===== src/rtl/ascii_write_arbiter.sv =====
// Write-port arbiter for the ascii master RAM: round-robin between requesters A and B,
// plus a full-screen clear engine. Optional `ASCII_ARB_STATS_EN adds an out-of-range drop counter.
module ascii_write_arbiter #(
  parameter int unsigned          ADDR_W     = 13,
  parameter int unsigned          DATA_W     = 32,
  parameter int unsigned          CELLS      = 4800,
  parameter logic [DATA_W-1:0]    CLEAR_WORD = 32'h0000_0020
) (
  input  logic              clk,
  input  logic              rst,
  input  logic              a_req_i,
  input  logic [ADDR_W-1:0] a_addr_i,
  input  logic [DATA_W-1:0] a_data_i,
  output logic              a_gnt_o,
  input  logic              b_req_i,
  input  logic [ADDR_W-1:0] b_addr_i,
  input  logic [DATA_W-1:0] b_data_i,
  output logic              b_gnt_o,
  input  logic              clear_start_i,
  output logic              clear_busy_o,
  output logic              clear_done_o,
`ifdef ASCII_ARB_STATS_EN
  output logic [15:0]       oob_count_o,
`endif
  output logic              ascii_write_en_o,
  output logic [ADDR_W-1:0] ascii_write_address_o,
  output logic [DATA_W-1:0] ascii_input_o
);

  localparam logic [ADDR_W-1:0] LastCell = ADDR_W'(CELLS - 1);

  typedef enum logic [1:0] {StIdle, StClear, StFinish} state_e;

  state_e              state_q;
  logic                last_b_q;  // 1 when B held the most recent grant
  logic [ADDR_W-1:0]   clr_cnt_q;
  logic                we_q;
  logic [ADDR_W-1:0]   addr_q;
  logic [DATA_W-1:0]   data_q;
  logic                busy_q;
  logic                done_q;
`ifdef ASCII_ARB_STATS_EN
  logic [15:0]         oob_q;
`endif

  logic arb_ok;
  logic a_in_range;
  logic b_in_range;

  always_comb begin
    arb_ok     = (state_q == StIdle) && !clear_start_i;
    a_gnt_o    = arb_ok && a_req_i && (!b_req_i || last_b_q);
    b_gnt_o    = arb_ok && b_req_i && (!a_req_i || !last_b_q);
    a_in_range = (a_addr_i <= LastCell);
    b_in_range = (b_addr_i <= LastCell);
  end

  always_ff @(posedge clk or negedge rst) begin
    if (!rst) begin
      state_q   <= StIdle;
      last_b_q  <= 1'b1;
      clr_cnt_q <= '0;
      we_q      <= 1'b0;
      addr_q    <= '0;
      data_q    <= '0;
      busy_q    <= 1'b0;
      done_q    <= 1'b0;
`ifdef ASCII_ARB_STATS_EN
      oob_q     <= '0;
`endif
    end else begin
      we_q   <= 1'b0;
      done_q <= 1'b0;
      unique case (state_q)
        StIdle: begin
          if (clear_start_i) begin
            state_q   <= StClear;
            clr_cnt_q <= '0;
            busy_q    <= 1'b1;
          end else if (a_gnt_o || b_gnt_o) begin
            last_b_q <= b_gnt_o;
            // Out-of-range grants are consumed but never reach the RAM
            if (a_gnt_o ? a_in_range : b_in_range) begin
              we_q   <= 1'b1;
              addr_q <= a_gnt_o ? a_addr_i : b_addr_i;
              data_q <= a_gnt_o ? a_data_i : b_data_i;
            end
`ifdef ASCII_ARB_STATS_EN
            else if (oob_q != 16'hFFFF) begin
              oob_q <= oob_q + 16'd1;
            end
`endif
          end
        end
        StClear: begin
          we_q   <= 1'b1;
          addr_q <= clr_cnt_q;
          data_q <= CLEAR_WORD;
          if (clr_cnt_q == LastCell) begin
            state_q <= StFinish;
            busy_q  <= 1'b0;
            done_q  <= 1'b1;
          end else begin
            clr_cnt_q <= clr_cnt_q + 1'b1;
          end
        end
        StFinish: begin
          state_q <= StIdle;
        end
        default: begin
          state_q <= StIdle;
        end
      endcase
    end
  end

  assign clear_busy_o          = busy_q;
  assign clear_done_o          = done_q;
  assign ascii_write_en_o      = we_q;
  assign ascii_write_address_o = addr_q;
  assign ascii_input_o         = data_q;
`ifdef ASCII_ARB_STATS_EN
  assign oob_count_o           = oob_q;
`endif

endmodule


===== config.mk =====
export PLATFORM = sky130hd
export DESIGN_NAME = ascii_write_arbiter
export DESIGN_NICKNAME = d
export VERILOG_FILES = /design/src/rtl/ascii_write_arbiter.sv
export SDC_FILE = /design/constraint.sdc
export NUM_CORES = 1
export LEC_CHECK = 0
export ABC_AREA = 1
export CAP_MARGIN = 20
export CORE_MARGIN = 3
export CORE_UTILIZATION = 48
export CTS_CLUSTER_DIAMETER = 150
export DETAILED_ROUTE_END_ITERATION = 8
export PLACE_DENSITY = 0.91
export SLEW_MARGIN = 5
export SYNTH_ARGS = -nofsm -noshare
export SYNTH_HDL_FRONTEND = slang
export SYNTH_SLANG_ARGS = --single-unit

===== constraint.sdc =====
create_clock -name clk -period 2.4 [get_ports clk]
set_input_delay 0.36 -clock clk [delete_from_list [all_inputs] [get_ports clk]]
set_output_delay 0.36 -clock clk [all_outputs]
set_load 0.02 [all_outputs]

# After elaboration in Yosys (flattened, before gate mapping)
# Index checks and enable logic that the tools add are counted.
# word_totals
mem_bits_ro	0
output_inout_bits	50
mem_bits_rw	0
in_bits	95
reg_bits	64
latch_bits	0
mem_count	0
# classes
n_eq_ne	8
bitwise	1
multipliers	0
n_mux	26
n_addsub	1
reduce_logical	19
shifts	0
order_cmp	2
div_mod_pow	0
# op_table
cell	count
32-bit two-way mux	4
13-bit two-way mux	6
32-bit case mux with 2 select lines	1
13-bit case mux with 2 select lines	2
13-bit <= comparator (second input constant)	2
13-bit by 1-bit adder with 13-bit output (second input constant)	1
13-bit equality test (second input constant)	1
3-bit AND reduction	3
1-bit two-way mux	8
2-bit inequality test (second input constant)	4
1-bit logical AND	5
1-bit logical NOT	4
2-bit two-way mux	2
2-bit by 1-bit inequality test with 1-bit output (second input constant)	2
1-bit case mux with 2 select lines	2
2-bit case mux with 2 select lines	1
4-bit AND reduction	1
1-bit logical OR	3
2-bit by 1-bit equality test with 1-bit output (second input constant)	1
2-bit logical NOT	1
2-bit AND reduction	1
2-bit nonzero test	1
1-bit NOT	1

# Longest topological paths before layout
# Gate-level depths: netlist (run 1).
# depth
depth_word	9
ltp_mapped	12

# Least setup slack after synthesis (run 1)
# No wires, ideal clock.
# synth_path
kind	register -> register
from	reg clr_cnt_q[0]
to	reg clr_cnt_q[12]
path_stages_with_launch	10
arrival_ns	1.438
required_time_ns	2.282
slack_ns	0.843
setup_time_ns	0.118
n_path_buf	1
cell_sequence	dfrtp_1 > ha_1 > nand3_2 > nor2_2 > nand3_2 > nand2_2 > nand2_4 > buf_6 > nand4_1 > nand2_1
# synth_via
elab_chain_cells	3
elab_cells_between_ends	6
# synth_rtl
element	line_no	source
start, declared	36	logic [ADDR_W-1:0] clr_cnt_q;
start signal, assigned	104	clr_cnt_q <= clr_cnt_q + 1'b1;
13-bit by 1-bit adder with 13-bit output / 13-bit equality test (equally long branches)	104, 99	
13-bit two-way mux / 2-bit inequality test (equally long branches)	n/a	
13-bit case mux with 2 select lines / 3-bit AND reduction (equally long branches)	n/a	
# Several ways; a longest one is shown, not always the timed one. The select of a mux whose other input is x is not followed.
# A chain may end at the register's enable or synchronous reset.

# Worst setup path in the final report (run 1)
# layout_path
from	reg last_b_q
to	out a_gnt_o
# layout_via
elab_chain_cells	2
# layout_rtl
element	line_no	source
start, declared	35	logic last_b_q;
start signal, assigned	81	last_b_q <= b_gnt_o;
1-bit logical OR	52	a_gnt_o = arb_ok && a_req_i && (!b_req_i || last_b_q);
1-bit logical AND	52	
end, declared	14	output logic a_gnt_o,
# No other way between the ends.

==> flow_summary.yaml, run 1 <==
finish:
  syn2layout_area_growth_pct: 48.2
  num-fill-cells: 578
  final_cell_mix: "nand2_1 (230), clkdlybuf4s50_1 (143), nand3_1 (106), dfrtp_1 (63), inv_1 (34)"
  layout-drive-gt1-share: 0.0724
  diodes: 0
  instances_no_fill: 790
  layout_commonest_cell: "nand2_1"
  fin_nets: 782
  post-route-util: 0.750
clock_tree:
  h-tree-depth: 3
  ctsHoldBuffers: 0
  clk_pin_slew_ns: 0.08
  clk-insertion-delay-late_ns: 0.34
  cts_setup_buffers: 0
  cts_root_buffer: "clkbuf_8"
  tritoncts_num_sinks: 64
  cts_tree: "yes"
  cts_resized: 0
  clock_path_buffers: 2
  cts_buffers: 9
global_routing:
  grt_util_all_layers: 0.266
  overflow: 0
  grt_pass1_vias: 4018
  grt_pass1_wl_um: 18800
  antenna_found_initial: 0
  grt_max_degree: 65
power:
  ir_drop_v: 0.000362
  power.internal_mw: 1.93
  seqPwrFrac: 0.441
  leakagePower_nw: 2.78
  p_clk_frac: 0.454
  p_sw_mw: 0.518
  switching_share: 0.212
  pwr_density_cell_nw_per_um2: 440
  pwr-share-comb: 0.105
  total_power_mw: 2.44
drt:
  routedWlPerCell_um: 15.1
  drt-initial-drc-count: 255
  num_vias: 4216
  ant_nets: 0
  first_pass_iters: 8
  routed_via_density: 5.34
  postRouteWirelength_um: 11900
  drc_errors: 0
worst_setup_path:
  crit_path_end_kind: "output port"
  start_kind: "flip-flop"
  crit_arrival_ns: 1.83
  cp.required_ns: 2.04
  worst-path-buf-inv: 2
  path_cells: "inv_1 -> nand2_1 -> nand2_1 -> nor2_2 -> clkdlybuf4s50_1"
  reg2reg_from: "clr_cnt_q[0]$_DFFE_PN0P_"
  slowest_delay_ns: 0.63
  critical_path.top_delay_family: "buffers and inverters"
  worstSetupPathType: "reg -> out"
  critPathSlowestCell: "clkdlybuf4s50_1"
  crit_fanout: 2
  startpoint: "last_b_q$_DFFE_PN1P_"
  cpMostUsedCell: "nand2_1"
logic_synthesis:
  netlist_area_um2: 3750
  synth_nets: 644
  yosys_warnings: 0
  yosysUniqueCellTypes: 26
  yosysSeqAreaShare: 0.427
  synth_cells: 548
  synth.avg_cell_area_um2: 6.84
  synth_seq_cells: 64
timing:
  setup_viol: 0
  min_period_over_period: 0.912
  setup-tns-final_ns: 0
  max_freq_mhz: 457
  period_needed_ns: 2.19
  relSlewSlack: 0.685
  whs_ns: 0.0136
  tightest_slew_ns: 0.470
  rsz0062_at_grt: "no"
  slew_violations: 0
  fin_skew_ns: 0.0118
  final_hold_viol_count: 0
die:
  start_util: 0.506
  core_um2: 7410
  io_pins: 145
  row_count: 31
  dieArea_um2: 8910
  die_h_um: 94.4
  die_x_um: 94.4
placed_design:
  portBuffers: 144
  hpwl_um: 8760
  place_inst: 774
  place.gp.congestion: 0.913
status:
  status: "complete, no violations"
run:
  max_cap_violations: 0
min_path:
  hold_class: "in -> async"
## path summary, 6_finish.rpt
| kind | endpoint | slack, ns | depth (start not counted) |
|---|---|---|---|
| worst max-delay path | a_gnt_o | 0.21 | 5 |
| worst min-delay path | ascii_write_address_o[9]$_DFFE_PN0P_ | 0.01 | 2 |
| worst max register to register | clr_cnt_q[3]$_DFFE_PN0P_ | 0.53 | 8 |
| worst min register to register | ascii_input_o[7]$_DFFE_PN0P_ | 0.49 | 2 |
| max in group asynchronous | last_b_q$_DFFE_PN1P_ | 2.04 | 2 |
| min in group clk | ascii_input_o[7]$_DFFE_PN0P_ | 0.49 | 2 |
## cells by family after synthesis
logic type | Yosys count | share of synthesized area
AO/OA/AOI/OAI | 27 | 0.0400
flip-flops | 64 | 0.427
XOR/XNOR | 1 | 0.00234
AND/OR/NAND/NOR | 387 | 0.447
buffers and inverters | 68 | 0.0794
adder cells (fa/ha/maj) | 1 | 0.00334
## registers in the layout, summed over array words and instances, names as in the netlist
name,cells
ascii_input_o,32
state_q,2
clr_cnt_q,13
clear_done_o,1
clear_busy_o,1
ascii_write_address_o,13
ascii_write_en_o,1
last_b_q,1
## per-layer routing
metal / routed length [um] / vias to the layer above / track usage / part of all wire
met5: 0 / - / 0 / 0
met4: 168 / 0 / 0.0878 / 0.014
met3: 1040 / 18 / 0.0502 / 0.088
met2: 5950 / 209 / 0.462 / 0.50
met1: 4730 / 1954 / 0.334 / 0.40
li1: - / 2035 / - / -
## power by group through the flow
stage	clock network, mW	logic [mW]	registers (mW)
2_1_floorplan	0	0.0542	1.10
3_3_place_gp	0	0.250	1.10
6_report	1.11	0.256	1.08
4_1_cts	1.12	0.257	1.08
3_5_place_dp	0	0.255	1.10
5_1_grt	1.18	0.277	1.08
## final cells by class
class	instances	area, um2	share of cell area
Sequential cell	64	1600	0.288
Inverter	37	139	0.0250
Tap cell	99	124	0.0223
Clock buffer	10	128	0.0230
Clock inverter	6	108	0.0194
Multi-Input combinational cell	416	1850	0.333
Timing Repair Buffer	158	1600	0.289
## per-stage QoR
step	worst slack, ns	cell area, um2
floorplan	0.843	3750
global placement	0.245	5320
detailed placement	0.255	5320
CTS	0.187	5560
global route	0.132	5560
finish	0.210	5560
## synth_stat cells, drive strengths merged
| cell | n | area share |
|---|---|---|
| and2 | 1 | 0.0017 |
| buf | 25 | 0.036 |
| clkbuf | 6 | 0.0060 |
| dfrtp | 63 | 0.42 |
| dfstp | 1 | 0.0070 |
| ha | 1 | 0.0033 |
| inv | 37 | 0.037 |
| nand2 | 235 | 0.24 |
| nand3 | 109 | 0.15 |
| nand4 | 9 | 0.015 |
| nor2 | 25 | 0.028 |
| nor3 | 7 | 0.0093 |
| o21ai | 26 | 0.037 |
| o22ai | 1 | 0.0033 |
| or2 | 1 | 0.0017 |
| xor2 | 1 | 0.0023 |
No activity file was read; power rests on OpenSTA's default activity.
==> run 2: changes to the inputs <==
SKIP_CTS_REPAIR_TIMING = 1   (was not set)
SLEW_MARGIN = not set   (was 5)
==> results of run 2 <==
Same layout as run 1: the final DEF is identical, and so are final timing and power.
